<file path="config.mk">
export PLATFORM = sky130hd
export DESIGN_NAME = bcd_sub_serial
export DESIGN_NICKNAME = d
export VERILOG_FILES = /design/src/rtl/bcd_sub_serial.sv
export SDC_FILE = /design/constraint.sdc
export NUM_CORES = 1
export LEC_CHECK = 0
export CORE_MARGIN = 2
export CORE_UTILIZATION = 54
export CTS_BUF_LIST = sky130_fd_sc_hd__clkbuf_4
export DETAILED_ROUTE_END_ITERATION = 6
export HOLD_SLACK_MARGIN = 0.12
export PLACE_DENSITY = 0.8
export SETUP_SLACK_MARGIN = 0.2
export SLEW_MARGIN = 20
export SYNTH_ARGS = -nofsm -noshare
export SYNTH_HDL_FRONTEND = slang
export SYNTH_SLANG_ARGS = --single-unit
</file>
<file path="constraint.sdc">
create_clock -name clk -period 2.7 [get_ports clk]
set_input_delay 0.54 -clock clk [delete_from_list [all_inputs] [get_ports clk]]
set_output_delay 0.54 -clock clk [all_outputs]
set_load 0.005 [all_outputs]
</file>
<file path="src/rtl/bcd_sub_serial.sv">
// Digit-serial BCD subtractor: diff = A - B - bin, one digit per clock, LSD first.
// Define BCD_SUB_SIGN_MAG_EN to turn negative results into sign-magnitude (extra NEG pass).
module bcd_sub_serial #(
    parameter int DIGITS = 4
) (
    input  logic                  clk,
    input  logic                  rst_n,
    input  logic                  start,
    input  logic [4*DIGITS-1:0]   a,
    input  logic [4*DIGITS-1:0]   b,
    input  logic                  bin,
    output logic                  busy,
    output logic                  done,
    output logic [4*DIGITS-1:0]   diff,
    output logic                  bout,
    output logic                  err
);
    localparam int W  = 4 * DIGITS;
    localparam int CW = (DIGITS > 1) ? $clog2(DIGITS) : 1;

    typedef enum logic [1:0] {IDLE, RUN, NEG} state_t;

    state_t          state;
    logic [W-1:0]    a_q, b_q, acc;
    logic            borrow, err_q;
    logic [CW-1:0]   cnt;

    logic [4:0]      t, t_adj;
    logic            neg, last, err_in, go_neg;
    logic [W-1:0]    acc_nx;

    // Operands shift right each cycle so digit 0 of a_q/b_q is always the active digit;
    // result digits enter acc at the top and land in place after DIGITS shifts.
    always_comb begin
        t      = {1'b0, a_q[3:0]} - {1'b0, b_q[3:0]} - {4'b0, borrow};
        neg    = t[4];
        t_adj  = neg ? t + 5'd10 : t;
        acc_nx = (acc >> 4) | (W'(t_adj[3:0]) << (W - 4));
        last   = (cnt == CW'(DIGITS - 1));
`ifdef BCD_SUB_SIGN_MAG_EN
        go_neg = neg;
`else
        go_neg = 1'b0;
`endif
        err_in = 1'b0;
        for (int i = 0; i < DIGITS; i++)
            err_in = err_in | (a[4*i +: 4] > 4'd9) | (b[4*i +: 4] > 4'd9);
    end

    always_ff @(posedge clk or negedge rst_n) begin
        if (!rst_n) begin
            state  <= IDLE;
            a_q    <= '0;
            b_q    <= '0;
            acc    <= '0;
            borrow <= 1'b0;
            err_q  <= 1'b0;
            cnt    <= '0;
            busy   <= 1'b0;
            done   <= 1'b0;
            diff   <= '0;
            bout   <= 1'b0;
            err    <= 1'b0;
        end else begin
            done <= 1'b0;
            case (state)
                IDLE: begin
                    if (start) begin
                        a_q    <= a;
                        b_q    <= b;
                        borrow <= bin;
                        err_q  <= err_in;
                        cnt    <= '0;
                        busy   <= 1'b1;
                        state  <= RUN;
                    end
                end
                RUN: begin
                    a_q    <= a_q >> 4;
                    b_q    <= b_q >> 4;
                    acc    <= acc_nx;
                    borrow <= neg;
                    cnt    <= last ? '0 : cnt + 1'b1;
                    if (last && go_neg) begin
                        // Second pass computes 0 - result to recover the magnitude.
                        a_q    <= '0;
                        b_q    <= acc_nx;
                        borrow <= 1'b0;
                        state  <= NEG;
                    end else if (last) begin
                        diff  <= acc_nx;
                        bout  <= neg;
                        err   <= err_q;
                        done  <= 1'b1;
                        busy  <= 1'b0;
                        state <= IDLE;
                    end
                end
`ifdef BCD_SUB_SIGN_MAG_EN
                NEG: begin
                    a_q    <= a_q >> 4;
                    b_q    <= b_q >> 4;
                    acc    <= acc_nx;
                    borrow <= neg;
                    cnt    <= last ? '0 : cnt + 1'b1;
                    if (last) begin
                        diff  <= acc_nx;
                        bout  <= 1'b1;
                        err   <= err_q;
                        done  <= 1'b1;
                        busy  <= 1'b0;
                        state <= IDLE;
                    end
                end
`endif
                default: state <= IDLE;
            endcase
        end
    end
endmodule

</file>
==> out/metrics.csv, run 1 <==
metric;value;unit
status;finished clean;
Area Growth Syn to Fin;25.3;%
clk_lat worst skew;420;ps
CP max stage cell;dfrtp_1;
starting density of the core;56.5;%
GRT Total Usage;20.8;%
nets@finish;380;
routed len/inst;14.5;um
syn nets;324;
Vias/cell;5.30;
Synth Instances;278;
CTS root buf;clkbuf_4;
Antenna Nets Post-Route;0;
share of layout cells above drive strength 1;15.6;%
max-cap violation count;0;
gr ovfl total;0;
Antenna Diode Count;0;
#FFs+latches synth;68;
worst-case clock skew;12.5;ps
antenna violations before repair;0;
post-layout util;70.8;%
Max stage delay on crit path;420;ps
Async SR Flop Fraction;100;%
fill count;446;
Synth Area in XOR/XNOR;1.40;%
minimum clock period;2410;ps
hold buffers post-CTS;0;
total die area;0.00642;mm2
Largest delay share family, worst path;adder cells;
mux cell area share after synthesis;18.5;%
post-synth top area share;54.4;%
die height;80.1;um
core area;0.00554;mm2
Setup CP Type;flip-flop to flip-flop;
setup total negative slack;0;ps
leading cell types in the layout, fill and taps excluded;67 x dfrtp_1, 53 x clkdlybuf4s50_1, 41 x o21ai_0;
f_max;415;MHz
DR vias;2179;
slew margin rel.;54.7;%
Worst Setup End Kind;flip-flop;
FP Rows;27;
CTS buffer count;9;
Worst EP required;3050;ps
final worst slack;289;ps
drt total wl;5.96;mm
maximum vdd drop;0.756;mV
routability cong.;0.781;
Primary FF master, synth;dfrtp_1;
first-pass GRT wire length;10.1;mm
YS warnings;0;
worst-margin pin slew;679;ps
main combinational cell family by area after synthesis;multiplexers;
Netlist Area Pre-Place;0.00313;mm2
Final Cycle Share;89.3;%
H-tree depth;3;
complex-gate fraction of the synthesized area;9.35;%
Port Buffers;55;
crit-path max FO;3;
hpwl dp;4.30;mm
sequence of cells on the critical path;fa_2 -> fa_2 -> xor2_1 -> ha_1 -> nand2b_1 -> a21oi_1 -> a21oi_1 -> o211a_1 -> o21ai_0;
Synth Area in Adders;4.48;%
drt first pass iters;4;
RSZ-0062 raised after global routing;no;
# setup viols final;0;
Worst Path Arrival;2760;ps
Slew Limit Fails;0;
power density cells;1200;mW/mm2
CTS max path bufs;2;
CP startpoint kind;flip-flop;
CTS sink count;68;
Leak;1.78;nW
register area share after synthesis;54.4;%
largest net degree at the start of global routing;62;
pre-CTS WS;182;ps
number of synthesized flops with an enable pin;0;
Synth Area in Simple Gates;8.47;%
DRC;0;
post-synth cell types;28;
vias in the first global route;2191;
Buf/Inv on CP;0;
initial drt markers;101;
most common cell after layout, fill and taps aside;dfrtp_1;
IO Count;56;
post-synth top area cell;dfrtp_1;
Hold Vio Cnt, Final;0;
CTS tree;done;
hold_ws;141;ps
Hold Path Class;primary input to async pin;
top post-synthesis cells by area;dfrtp_1 54%, mux2i_1 10%, mux2_2 8.3%;
Die Wd;80.1;um
syn avg cell area;11.3;um2
Worst-path clk slew;130;ps
==> where the power goes <==
part	leakage, nW	internal [mW]	total (mW)	switching (mW)
logic	0.849	1.20	2.16	0.965
clock network	0.0865	0.380	0.776	0.396
registers	0.840	1.47	1.77	0.295
==> cells in the mapped netlist, types with 2 or more instances <==
cell / n
dfrtp_1: 68
o21ai_0: 41
nand2_1: 33
mux2i_1: 32
mux2_2: 23
nor2_1: 15
inv_1: 10
buf_2: 8
ha_1: 8
a21oi_1: 7
clkbuf_1: 7
nand2b_1: 4
xnor2_1: 4
fa_1: 2
nand3b_1: 2
nand4_1: 2
==> per-stage QoR <==
| step | std cells | area [um2] | total power [mW] |
|---|---|---|---|
| 2_1_floorplan | 278 | 3130 | 3.22 |
| 3_3_place_gp | 394 | 3740 | 3.82 |
| 3_5_place_dp | 394 | 3740 | 3.93 |
| 4_1_cts | 410 | 3910 | 4.72 |
| 5_1_grt | 411 | 3920 | 5.09 |
| 6_report | 411 | 3920 | 4.70 |
==> worst register-to-register path, cell delays in order, from the launching register on <==
cell and delay [ps]:
dfrtp_1 420, fa_2 420, fa_2 380, xor2_1 150
ha_1 320, nand2b_1 70, a21oi_1 160, a21oi_1 60
o211a_1 230, o21ai_0 130
==> cell type report <==
type / count / area (um2) / share of cell area, %
multi-input cells: 184 / 1330 / 33.8
clock inverters: 7 / 98.8 / 2.52
well taps: 72 / 90.1 / 2.30
inverters: 10 / 37.5 / 0.957
repair buffers: 61 / 598 / 15.3
flip-flops and latches: 68 / 1700 / 43.4
clock buffers: 9 / 67.6 / 1.72
==> registers in the layout, summed over array words and instances, names as in the netlist <==
register and flops:
err 1, err_q 1, borrow 1, a_q 16, acc 12, done 1, diff 16, cnt 2
busy 1, bout 1, b_q 16
==> path summary, 6_finish.rpt <==
| path | startpoint | endpoint | depth (start not counted) | slack [ps] |
|---|---|---|---|---|
| setup / recovery | a_q[0] | diff[14] | 9 | 290 |
| hold / removal | rst_n | acc[10] | 1 | 140 |
| setup reg to reg | a_q[0] | diff[14] | 9 | 290 |
| hold reg to reg | diff[14] | diff[14] | 2 | 490 |
| max in group asynchronous | rst_n | busy | 2 | 1920 |
| min in group clk | diff[14] | diff[14] | 2 | 490 |
==> per-layer routing <==
metal  global-route usage, %  vias to the layer above  routed length (um)
li1                        -                     1058                   -
met3                    5.06                       15                 221
met5                       0                        -                   0
met1                    27.1                     1058                2690
met4                    10.8                        0                 159
met2                    32.3                       48                2890
==> kinds of logic (layout without fill, tap and decap cells) <==
kind of cell               after synthesis  in the layout
buffers and inverters                   26             87
xor gates and xnor gates                 5              5
muxes                                   55             55
DFF                                     68             68
adders and majority gates               10             10
and+or+nand+nor                         60             60
AOI/OAI and AO/OA                       54             54
==> repair_timing <==
| action | 4_1_cts | 5_1_grt |
|---|---|---|
| endpoints found under the hold margin | 0 | 0 |
| resized for setup | 1 | 1 |
| setup endpoints to repair | 2 | 2 |
| buffers inserted | 0 | 1 |
| pin swaps | 0 | 1 |
(Power assumes the default switching activity.)
==> inputs of run 2 (changes only) <==
--- a/config.mk
+++ b/config.mk
@@ -6,11 +6,12 @@
 export NUM_CORES = 1
 export LEC_CHECK = 0
 export CORE_MARGIN = 2
-export CORE_UTILIZATION = 54
+export CORE_UTILIZATION = 60
 export CTS_BUF_LIST = sky130_fd_sc_hd__clkbuf_4
 export DETAILED_ROUTE_END_ITERATION = 6
+export DONT_BUFFER_PORTS = 1
 export HOLD_SLACK_MARGIN = 0.12
-export PLACE_DENSITY = 0.8
+export PLACE_DENSITY = 0.74
 export SETUP_SLACK_MARGIN = 0.2
 export SLEW_MARGIN = 20
 export SYNTH_ARGS = -nofsm -noshare
==> run 2 against run 1 <==
Clock power decreased by 31%; fmax decreased by 0.62%; final cell count shrank 14%; die area decreased by 9.5%; combinational power down 14%; global-route usage is 0.15 points lower; via count decreased by 11%; register-to-register slack got worse by 20 ps; sequential power hardly changed; setup slack lost 15 ps; first-iteration DRC count decreased by 25%; critical endpoint unchanged; highest routed layer unchanged.
==> out/metrics.csv, run 2 (same netlist as run 1, synthesis figures left out) <==
metric;value;unit
status;finished clean;
wire length on met2;2.84;mm
CTS max path bufs;2;
gr ovfl total;0;
Worst Setup End Kind;flip-flop;
nets@finish;324;
power density cells;1250;mW/mm2
Final Cycle Share;89.9;%
Buf/Inv on CP;0;
Antenna Diode Count;0;
Largest delay share family, worst path;adder cells;
share of layout cells above drive strength 1;17.0;%
Hold Vio Cnt, Final;0;
Slew Limit Fails;0;
DR WL met3;283;um
Antenna Nets Post-Route;0;
vias in the first global route;2024;
core area;0.00507;mm2
Setup CP Type;flip-flop to flip-flop;
# placed instances;334;
hpwl dp;3.77;mm
NetSw;1.54;mW
initial drt markers;76;
CTS buffer count;9;
drt total wl;5.56;mm
first-pass GRT wire length;9.37;mm
CTS sink count;68;
drt first pass iters;5;
setup total negative slack;0;ps
DR vias;1942;
Die Wd;76.2;um
internal power;2.60;mW
CTS root buf;clkbuf_4;
wl on met1;2.34;mm
Worst Path Arrival;2740;ps
worst-case clock skew;11.5;ps
Largest regs;a_q (16), b_q (16), diff (16);
largest net degree at the start of global routing;80;
sequence of cells on the critical path;fa_2 -> fa_2 -> xor2_1 -> ha_1 -> nand2b_1 -> a21oi_1 -> a21oi_1 -> o211a_1 -> o21ai_1;
Port Buffers;0;
maximum vdd drop;0.441;mV
RSZ-0062 raised after global routing;yes;
pre-CTS WS;163;ps
minimum clock period;2430;ps
non-filler cells, final;352;
DRC;0;
CP Launch Point;a_q[0];
leading cell types in the layout, fill and taps excluded;67 x dfrtp_1, 40 x o21ai_0, 33 x nand2_1;
Clock Power Share;12.8;%
total die area;0.00581;mm2
CP startpoint kind;flip-flop;
Max stage delay on crit path;420;ps
worst min-delay path startpoint;a[12];
# setup viols final;0;
starting density of the core;61.7;%
clk_lat worst skew;400;ps
antenna violations before repair;0;
Sw Share;37.3;%
Final Cell Area;0.00332;mm2
Comb pwr share;44.8;%
Worst EP required;3020;ps
total power;4.14;mW
routability cong.;0.746;
final worst slack;274;ps
H-tree depth;3;
Highest Signal Layer;met4;
CP max stage cell;dfrtp_1;
worst-margin pin slew;722;ps
die height;76.2;um
Vias/cell;5.52;
max-cap violation count;0;
most common cell after layout, fill and taps aside;dfrtp_1;
Area Growth Syn to Fin;6.04;%
Placed Area;0.00316;mm2
IO Count;56;
FP Rows;26;
CTS tree;done;
Worst-path clk slew;110;ps
GRT Total Usage;20.7;%
crit-path max FO;4;
f_max;412;MHz
reg-to-reg startpoint;a_q[0];
Flop pwr share;42.4;%
Leak;1.54;nW
slew margin rel.;51.9;%
routed len/inst;15.8;um
Hold Path Class;primary input to flip-flop;
run 2: cell count changes in the layout (fill, tap and decap cells not counted), moves of 2 or more:
cell,previous run,this run
buf_2,2,0
buf_4,5,3
bufinv_16,2,0
clkbuf_4,9,11
clkdlybuf4s50_1,53,0
clkinv_2,1,3
clkinv_4,2,0
run 2: per-stage QoR:
stage | utilization, % | hold WS [ps]
6_report | 65.4 | 289
5_1_grt | 65.4 | 267
4_1_cts | 65.2 | 265
3_5_place_dp | 62.4 | 246
3_3_place_gp | 62.4 | 246
2_1_floorplan | - | 244
run 2: final timing paths:
path / cells past startpoint / slack (ps) / to
max in group asynchronous: 2 / 1740 / a_q[1]
max reg2reg: 9 / 270 / diff[14]
min reg2reg: 2 / 490 / a_q[4]
min: 2 / 290 / a_q[12]
min in group asynchronous: 2 / 680 / diff[11]
max: 9 / 270 / diff[14]
run 2: metal layers:
| metal | vias up | global-route usage (%) |
|---|---|---|
| met5 | - | 0 |
| met4 | 0 | 10.9 |
| met3 | 8 | 5.81 |
| met2 | 40 | 34.1 |
| met1 | 945 | 24.8 |
| li1 | 949 | - |
run 2: layout make-up:
class	instances	area [um2]
repair buffers	5	60.1
well taps	70	87.6
flip-flops and latches	68	1700
clock buffers	11	82.6
clock inverters	4	18.8
fillers	432	1760
inverters	10	37.5
multi-input cells	184	1330
run 2: timing repair:
| item | 4_1_cts | 5_1_grt |
|---|---|---|
| hold buffers | 2 | 0 |
| buffers inserted | 0 | 1 |
| setup endpoints to repair | 2 | 2 |
| resized for setup | 2 | 2 |
| endpoints found under the hold margin | 68 | 0 |
run 2: power groups by stage:
stage	registers, mW	clock network, mW	logic (mW)
final	1.76	0.532	1.85
after CTS	1.76	0.545	1.84
after floorplan	1.69	0	1.53
after global placement	1.77	0	1.70
after global routing	1.82	0.590	2.12
after detailed placement	1.79	0	1.80
